`src/rtl/axis_rr_packet_arbiter_pkg.sv`:
```
// Shared types for the round-robin packet arbiter.
// Holds the arbiter state encoding and the grant-index width helper.
package axis_arb_pkg;

    typedef enum logic [0:0] {
        ARB_IDLE   = 1'b0,
        ARB_LOCKED = 1'b1
    } arb_state_e;

    function automatic int id_width(input int n);
        return (n > 2) ? $clog2(n) : 1;
    endfunction

endpackage

```
`src/rtl/axis_rr_packet_arbiter_if.sv`:
```
// Stream bundle for the arbiter: NUM_IN source streams in, one stream out.
// slave is the arbiter's view, master is the surrounding fabric's view.
interface axis_rr_packet_arbiter_if #(
    parameter int NUM_IN = 2,
    parameter int DATA_W = 8,
    parameter int ID_W   = 1
);

    logic [NUM_IN-1:0]        s_tvalid;
    logic [NUM_IN-1:0]        s_tlast;
    logic [NUM_IN*DATA_W-1:0] s_tdata;
    logic [NUM_IN-1:0]        s_tready;

    logic                     m_tvalid;
    logic                     m_tlast;
    logic [DATA_W-1:0]        m_tdata;
    logic [ID_W-1:0]          m_tid;
    logic                     m_tready;

    modport slave (
        input  s_tvalid,
        input  s_tlast,
        input  s_tdata,
        output s_tready,
        output m_tvalid,
        output m_tlast,
        output m_tdata,
        output m_tid,
        input  m_tready
    );

    modport master (
        output s_tvalid,
        output s_tlast,
        output s_tdata,
        input  s_tready,
        input  m_tvalid,
        input  m_tlast,
        input  m_tdata,
        input  m_tid,
        output m_tready
    );

endinterface

```
`src/rtl/axis_rr_packet_arbiter_skid.sv`:
```
// Two-entry skid buffer: entry0 drives the output, entry1 absorbs one beat.
// in_ready depends only on registered state, breaking the ready path.
module axis_skid_buffer #(
    parameter int W = 8
) (
    input  logic         clk,
    input  logic         reset,
    input  logic         in_valid,
    input  logic [W-1:0] in_data,
    output logic         in_ready,
    output logic         out_valid,
    output logic [W-1:0] out_data,
    input  logic         out_ready
);

    logic         v0;
    logic         v1;
    logic [W-1:0] d0;
    logic [W-1:0] d1;
    logic         drain;
    logic         push;

    assign drain     = v0 & out_ready;
    assign push      = in_valid & in_ready;
    assign in_ready  = ~v1;
    assign out_valid = v0;
    assign out_data  = d0;

    always_ff @(posedge clk or posedge reset) begin
        if (reset) begin
            v0 <= 1'b0;
            v1 <= 1'b0;
            d0 <= '0;
            d1 <= '0;
        end else begin
            if (drain) begin
                if (v1) begin
                    d0 <= d1;
                    v1 <= 1'b0;
                end else begin
                    v0 <= 1'b0;
                end
            end
            // a push is only possible with entry1 empty
            if (push) begin
                if (!v0 || drain) begin
                    v0 <= 1'b1;
                    d0 <= in_data;
                end else begin
                    v1 <= 1'b1;
                    d1 <= in_data;
                end
            end
        end
    end

endmodule

```
`src/rtl/axis_rr_packet_arbiter.sv`:
```
// Round-robin, packet-locked merge of NUM_IN streams onto one stream.
// Output registered through a skid buffer; m_tid carries the source index.
module axis_rr_packet_arbiter
    import axis_arb_pkg::*;
#(
    parameter  int NUM_IN = 2,
    parameter  int DATA_W = 8,
    localparam int ID_W   = id_width(NUM_IN)
) (
    input logic                      clk,
    input logic                      reset,
    axis_rr_packet_arbiter_if.slave  bus
);

    localparam int PAY_W = DATA_W + 1 + ID_W;

    arb_state_e        state_q;
    arb_state_e        state_d;
    logic [ID_W-1:0]   grant_q;
    logic [ID_W-1:0]   grant_d;
    logic [ID_W-1:0]   rr_q;
    logic [ID_W-1:0]   rr_d;

    logic              skid_ready;
    logic              beat_in;
    logic              beat_acc;
    logic              beat_last;
    logic [DATA_W-1:0] beat_data;
    logic [NUM_IN-1:0] ready_vec;
    logic [PAY_W-1:0]  in_pay;
    logic [PAY_W-1:0]  out_pay;
    logic              out_valid;

    // first requester at or after ptr, wrapping
    function automatic logic [ID_W-1:0] rr_pick(
        input logic [NUM_IN-1:0] req,
        input logic [ID_W-1:0]   ptr
    );
        logic [ID_W-1:0] sel;
        logic            hit;
        int              idx;
        sel = '0;
        hit = 1'b0;
        for (int k = 0; k < NUM_IN; k++) begin
            idx = int'(ptr) + k;
            if (idx >= NUM_IN) idx = idx - NUM_IN;
            if (!hit && req[idx]) begin
                sel = ID_W'(idx);
                hit = 1'b1;
            end
        end
        return sel;
    endfunction

    assign beat_data = bus.s_tdata[int'(grant_q)*DATA_W +: DATA_W];
    assign beat_last = bus.s_tlast[grant_q];
    assign beat_in   = (state_q == ARB_LOCKED) && bus.s_tvalid[grant_q];
    assign beat_acc  = beat_in & skid_ready;
    assign in_pay    = {beat_data, beat_last, grant_q};

    always_comb begin
        ready_vec = '0;
        if (state_q == ARB_LOCKED) ready_vec[grant_q] = skid_ready;
    end

    assign bus.s_tready = ready_vec;

    always_comb begin
        state_d = state_q;
        grant_d = grant_q;
        rr_d    = rr_q;
        unique case (state_q)
            ARB_IDLE: begin
                if (|bus.s_tvalid) begin
                    grant_d = rr_pick(bus.s_tvalid, rr_q);
                    state_d = ARB_LOCKED;
                end
            end
            ARB_LOCKED: begin
                if (beat_acc && beat_last) begin
                    state_d = ARB_IDLE;
                    if (int'(grant_q) == NUM_IN - 1) rr_d = '0;
                    else rr_d = grant_q + ID_W'(1);
                end
            end
            default: state_d = ARB_IDLE;
        endcase
    end

    always_ff @(posedge clk or posedge reset) begin
        if (reset) begin
            state_q <= ARB_IDLE;
            grant_q <= '0;
            rr_q    <= '0;
        end else begin
            state_q <= state_d;
            grant_q <= grant_d;
            rr_q    <= rr_d;
        end
    end

    axis_skid_buffer #(
        .W (PAY_W)
    ) u_skid (
        .clk       (clk),
        .reset     (reset),
        .in_valid  (beat_in),
        .in_data   (in_pay),
        .in_ready  (skid_ready),
        .out_valid (out_valid),
        .out_data  (out_pay),
        .out_ready (bus.m_tready)
    );

    assign bus.m_tvalid = out_valid;
    assign bus.m_tdata  = out_pay[PAY_W-1 -: DATA_W];
    assign bus.m_tlast  = out_pay[ID_W];
    assign bus.m_tid    = out_pay[ID_W-1:0];

endmodule
```
`src/flat_wrapper.sv`:
```
// flat-port wrapper written by rule: the top's interface ports become plain ports
module axis_rr_packet_arbiter_flat import axis_arb_pkg::*;
#(
    parameter  int NUM_IN = 2,
    parameter  int DATA_W = 8,
    localparam int ID_W   = id_width(NUM_IN)
)
  (clk, reset, bus_s_tvalid, bus_s_tlast, bus_s_tdata, bus_s_tready, bus_m_tvalid, bus_m_tlast, bus_m_tdata, bus_m_tid, bus_m_tready);
  axis_rr_packet_arbiter_if #(.NUM_IN(NUM_IN), .DATA_W(DATA_W)) bus_i ();
  input logic clk;
  input logic reset;
  input wire logic [$bits(bus_i.s_tvalid)-1:0] bus_s_tvalid;
  input wire logic [$bits(bus_i.s_tlast)-1:0] bus_s_tlast;
  input wire logic [$bits(bus_i.s_tdata)-1:0] bus_s_tdata;
  output wire logic [$bits(bus_i.s_tready)-1:0] bus_s_tready;
  output wire logic [$bits(bus_i.m_tvalid)-1:0] bus_m_tvalid;
  output wire logic [$bits(bus_i.m_tlast)-1:0] bus_m_tlast;
  output wire logic [$bits(bus_i.m_tdata)-1:0] bus_m_tdata;
  output wire logic [$bits(bus_i.m_tid)-1:0] bus_m_tid;
  input wire logic [$bits(bus_i.m_tready)-1:0] bus_m_tready;
  assign bus_i.s_tvalid = bus_s_tvalid;
  assign bus_i.s_tlast = bus_s_tlast;
  assign bus_i.s_tdata = bus_s_tdata;
  assign bus_s_tready = bus_i.s_tready;
  assign bus_m_tvalid = bus_i.m_tvalid;
  assign bus_m_tlast = bus_i.m_tlast;
  assign bus_m_tdata = bus_i.m_tdata;
  assign bus_m_tid = bus_i.m_tid;
  assign bus_i.m_tready = bus_m_tready;
  axis_rr_packet_arbiter #(.NUM_IN(NUM_IN), .DATA_W(DATA_W)) u_core (.clk(clk), .reset(reset), .bus(bus_i));
endmodule
```
`config.mk`:
```
export PLATFORM = sky130hd
export DESIGN_NAME = axis_rr_packet_arbiter_flat
export DESIGN_NICKNAME = d
export VERILOG_FILES = /design/src/rtl/axis_rr_packet_arbiter_pkg.sv /design/src/rtl/axis_rr_packet_arbiter_if.sv /design/src/rtl/axis_rr_packet_arbiter_skid.sv /design/src/rtl/axis_rr_packet_arbiter.sv /design/src/flat_wrapper.sv
export SDC_FILE = /design/constraint.sdc
export NUM_CORES = 1
export LEC_CHECK = 0
export ABC_AREA = 1
export CAP_MARGIN = 10
export CORE_MARGIN = 4
export CORE_UTILIZATION = 44
export CTS_BUF_LIST = sky130_fd_sc_hd__clkbuf_16
export CTS_CLUSTER_DIAMETER = 200
export CTS_CLUSTER_SIZE = 12
export DETAILED_ROUTE_END_ITERATION = 16
export PLACE_DENSITY = 0.72
export SLEW_MARGIN = 10
export SYNTH_ARGS = -nofsm -noshare
export SYNTH_HDL_FRONTEND = slang
export SYNTH_HIERARCHICAL = 1
export SYNTH_SLANG_ARGS = --single-unit
export TNS_END_PERCENT = 10
```
`constraint.sdc`:
```
create_clock -name clk -period 1.7 [get_ports clk]
set_input_delay 0.17 -clock clk [delete_from_list [all_inputs] [get_ports clk]]
set_output_delay 0.17 -clock clk [all_outputs]
set_load 0.1 [all_outputs]
```
==> results of run 1 <==
## stage by stage
| stage | hold slack [ns] | TNS [ns] | setup slack (ns) | utilization, % | area (um^2) |
|---|---|---|---|---|---|
| 2_1_floorplan | -0.07636 | -0.7756 | -0.3878 | - | 1464 |
| 3_3_place_gp | 0.3747 | 0 | 0.1187 | 61.61 | 1912 |
| 3_5_place_dp | 0.3751 | 0 | 0.04806 | 61.61 | 1912 |
| 4_1_cts | 0.1040 | 0 | 0.03469 | 64.15 | 1991 |
| 5_1_grt | 0.1225 | 0 | 0.009398 | 64.19 | 1992 |
| 6_report | 0.09959 | 0 | 0.1079 | 64.19 | 1992 |
## cells by family after synthesis
family	after synthesis	share of synthesized area, %
simple gates	128	42.54
buf+inv	42	13.21
flops	25	42.88
compound gates	3	1.372
## sequential cells by signal (all words and copies together), names as in the netlist
register / flops
u_core/u_skid/d1: 10
u_core/rr_q: 1
u_core/u_skid/v1: 1
u_core/u_skid/out_valid: 1
u_core/grant_q: 1
u_core/state_q: 1
u_core/u_skid/out_data: 10
## worst max-delay path, delay by kind of cell (launching register included)
family | cells | cell delay [ns]
AND/OR/NAND/NOR | 1 | 0.26
buffers and inverters | 3 | 0.46
flip-flops | 1 | 0.43
## layer usage
layer	up-vias	GRT usage [%]
met5	-	0
met4	0	5.181
met3	4	2.564
met2	34	24.15
met1	570	21.74
li1	685	-
## layout make-up
class	instances	share of cell area, %
Clock inverter	1	0.1884
Multi-Input combinational cell	131	32.41
Timing Repair Buffer	43	23.37
Inverter	32	6.030
Clock buffer	3	3.769
Sequential cell	25	31.47
Tap cell	44	2.764
## how the worst max path moves through the flow
stage / startpoint / cells past startpoint / endpoint
detailed placement: bus_s_tvalid[1] / 8 / u_core/u_skid/d1[6]
finish: u_core/grant_q / 4 / bus_s_tready[1]
global route: u_core/grant_q / 4 / bus_s_tready[1]
CTS: u_core/grant_q / 4 / bus_s_tready[1]
global placement: bus_s_tvalid[1] / 8 / u_core/u_skid/d1[0]
floorplan: u_core/u_skid/v1 / 4 / bus_s_tready[0]
## cell usage in the layout, fill, tap and decap left out, drive strengths merged
cell type / instances
buf: 21
clkbuf: 3
clkdlybuf4s50: 22
dfrtp: 25
inv: 33
nand2: 88
nand3: 24
nand4: 11
nor2: 3
nor3: 2
o211ai: 2
o21ai: 1
==> out/results.tsv, run 1 <==
metric	value	unit
Die W	65.58	um
CORE AREA	3103	um^2
Yosys top cell area share	42.88	%
# IOs	36	
post-layout net count	259	
area of the mapped netlist	1459	um^2
1st-pass router iterations	4	
largest net degree at the start of global routing	23	
number of H-tree levels	1	
Remaining DRCs	0	
synth warn	6	
DR top layer	met4	
metal3 WL	186	um
R2R cell count	8	
CP Data Arrival Time	1.42	ns
post-CTS setup buffer count	0	
final clock period utilization by the worst path	93.66	%
vias per inst	4.634	
Synth area leader	dfrtp_1	
Post-synth ARST share	100.0	%
Worst Skew	0.002520	ns
gr usage total	15.49	%
clock transition at the registers of the reported paths	0.06	ns
total wire length	3024	um
per-cell routed wire length	10.84	um
DR iter-0 viols	60	
ant diodes	0	
largest cells by area after synthesis	dfrtp_1 43%, nand2_1 22%, nand3_2 8.9%, inv_1 7.7%, nand4_1 4.7%	
Max Slew Vio Count	0	
synthesized instance count	198	
antenna-violating nets left	0	
Seq/Total Area, Yosys	42.88	%
fin crit period	1.592	ns
Avg Cell Area, Syn	7.368	um^2
worst-path cell chain	inv_1, buf_4, nor3_2, buf_12	
Reg2Reg Capture Point	u_core/u_skid/d1[6]	
Critical Path End Type	output pin	
Final GP Congestion	0.7951	
CP Class	flip-flop to output pin	
WP data required	1.53	ns
status	completed	
commonest cells in the netlist	85 x nand2_1, 30 x inv_1, 25 x dfrtp_1	
hpwl dp	2354	um
CTS root buf	clkbuf_16	
# setup viols final	0	
slowest cell on the critical path	dfrtp_2	
TritonCTS Sinks	25	
Multi-input gate area	645.6	um^2
worst-path fanout max	12	
CTS tree	done	
Hold Path Class	primary input to asynchronous set/reset pin	
die area	4301	um^2
Top FF cell, synth	dfrtp_1	
site row count	20	
port buffer count	35	
Post-Syn Nets	221	
FMAX	628.1	MHz
Worst-Skew Late Latency	0.25	ns
R2R setup slack	0.21	ns
RSZ-0062 raised after global routing	false	
count of state elements after synthesis	25	
count leader, synth	nand2_1	
share of layout cells above drive strength 1	19.57	%
post-synth cell types	18	
Finished Layout Cells	279	
Die H	65.58	um
EDFF count, synth	0	
Max Cap Viol	0	
endpoints failing hold	0	
Initial Utilization	47.02	%
Crit Reg-Reg Startpoint	u_core/grant_q	
quantity of gates resized following cts	0	
CTS Buf Count	3	
# fillers	311	
maximum clock path buffer count	2	
met2 wire length	1359	um
worst stage delay on the critical path	0.43	ns
dpl cells	275	
initial antenna violation count	0	
vias in the first global route	1195	
via count	1293	
slew margin rel.	76.79	%
sequential cell area	626.9	um^2
met1 WL	1447	um
Worst Setup Start Kind	flip-flop	
first-pass GRT wire length	5264	um
GRT overflow	0	
Area growth syn-to-layout	36.54	%
Hold-fix buffers, CTS	0	
Worst Max-Slew Pin Slew	0.3473	ns
Power of run 1 is left out: the tool's default activity adds up to more than one toggle a clock period on the data nets, which glitch-free logic cannot reach.
==> run 2, diff against run 1 <==
--- a/config.mk
+++ b/config.mk
@@ -6,6 +6,7 @@
 export NUM_CORES = 1
 export LEC_CHECK = 0
 export ABC_AREA = 1
+export ABC_CLOCK_PERIOD_IN_PS = 1700
 export CAP_MARGIN = 10
 export CORE_MARGIN = 4
 export CORE_UTILIZATION = 44
@@ -13,10 +14,9 @@
 export CTS_CLUSTER_DIAMETER = 200
 export CTS_CLUSTER_SIZE = 12
 export DETAILED_ROUTE_END_ITERATION = 16
-export PLACE_DENSITY = 0.72
+export PLACE_DENSITY = 0.79
 export SLEW_MARGIN = 10
 export SYNTH_ARGS = -nofsm -noshare
 export SYNTH_HDL_FRONTEND = slang
 export SYNTH_HIERARCHICAL = 1
 export SYNTH_SLANG_ARGS = --single-unit
-export TNS_END_PERCENT = 10
==> out/results.tsv, run 2 (synthesized netlist as in run 1, its figures left out) <==
metric	value	unit
Worst Setup Start Kind	flip-flop	
Finished Layout Cells	280	
Worst-Skew Late Latency	0.26	ns
ant diodes	0	
final clock period utilization by the worst path	91.96	%
Remaining DRCs	0	
first-pass GRT wire length	5181	um
Crit Reg-Reg Startpoint	u_core/grant_q	
CP Data Arrival Time	1.39	ns
Worst Setup SP	u_core/grant_q	
# fillers	295	
Worst Skew	0.002585	ns
endpoints failing hold	0	
clock transition at the registers of the reported paths	0.06	ns
Hold WS	0.09905	ns
antenna-violating nets left	0	
most frequent cells in the layout	85 x nand2_1, 31 x inv_1, 25 x dfrtp_1	
TritonCTS Sinks	25	
via count	1316	
FMAX	639.7	MHz
fin crit period	1.563	ns
maximum clock path buffer count	2	
1st-pass router iterations	4	
CP Class	flip-flop to output pin	
site row count	20	
Hold Path Class	primary input to asynchronous set/reset pin	
most common cell after layout, fill and taps aside	nand2_1	
largest net degree at the start of global routing	23	
Area growth syn-to-layout	35.25	%
RSZ-0062 raised after global routing	false	
initial antenna violation count	0	
WP data required	1.53	ns
DR iter-0 viols	57	
slew margin rel.	77.30	%
Critical Path End Type	output pin	
number of H-tree levels	1	
vias per inst	4.700	
GRT overflow	0	
Die H	65.58	um
met2 wire length	1429	um
total wire length	3034	um
DR top layer	met4	
worst-path fanout max	12	
quantity of gates resized following cts	0	
die area	4301	um^2
port buffer count	35	
Place WS	0.01095	ns
CTS root buf	clkbuf_16	
CORE AREA	3103	um^2
CTS Buf Count	3	
post-layout net count	260	
dpl cells	276	
Final GP Congestion	0.8518	
# IOs	36	
Max Slew Vio Count	0	
met1 WL	1364	um
Die W	65.58	um
Hold-fix buffers, CTS	0	
Max Cap Viol	0	
# setup viols final	0	
Worst Max-Slew Pin Slew	0.3397	ns
Initial Utilization	47.02	%
gr usage total	15.47	%
share of layout cells above drive strength 1	19.49	%
metal3 WL	196	um
hpwl dp	2367	um
post-CTS setup buffer count	0	
Final Instance Area	1973	um^2
status	completed	
CTS tree	done	
Area after DPL	1894	um^2
per-cell routed wire length	10.84	um
vias in the first global route	1184	
Setup WS post-layout	0.1366	ns
[run 2: metal layers]
metal	up-vias	track usage (%)
met2	42	24.91
li1	689	-
met4	0	6.736
met3	5	2.222
met5	-	0
met1	580	20.60
[run 2: final cells by class]
type	count	area (um^2)	area share (%)
multi-input cells	131	645.6	32.72
clock inverters	1	3.754	0.1902
inverters	32	120.1	6.088
repair buffers	44	447.9	22.70
flip-flops and latches	25	625.6	31.71
clock buffers	3	75.07	3.805
well taps	44	55.05	2.790
[run 2: final timing paths]
check | end | slack, ns | depth (start not counted)
max | bus_s_tready[1] | 0.14 | 4
min | u_core/state_q | 0.1 | 2
max reg2reg | u_core/u_skid/d1[8] | 0.22 | 8
min reg2reg | u_core/u_skid/d1[5] | 0.48 | 2
max in group asynchronous | u_core/u_skid/out_data[4] | 1.21 | 3
min in group clk | u_core/u_skid/d1[5] | 0.48 | 2
[run 2: through the flow]
step / util (%) / setup TNS [ns]
2_1_floorplan: - / -0.7756
3_3_place_gp: 61.05 / 0
3_5_place_dp: 61.05 / 0
4_1_cts: 63.59 / 0
5_1_grt: 63.59 / 0
6_report: 63.59 / 0
[run 2: critical path: stages (launching register included)]
cell,delay [ns]
dfrtp_1,0.41
inv_1,0.07
buf_4,0.18
nor3_2,0.26
buf_12,0.21
Power of run 2 is left out for the same reason.
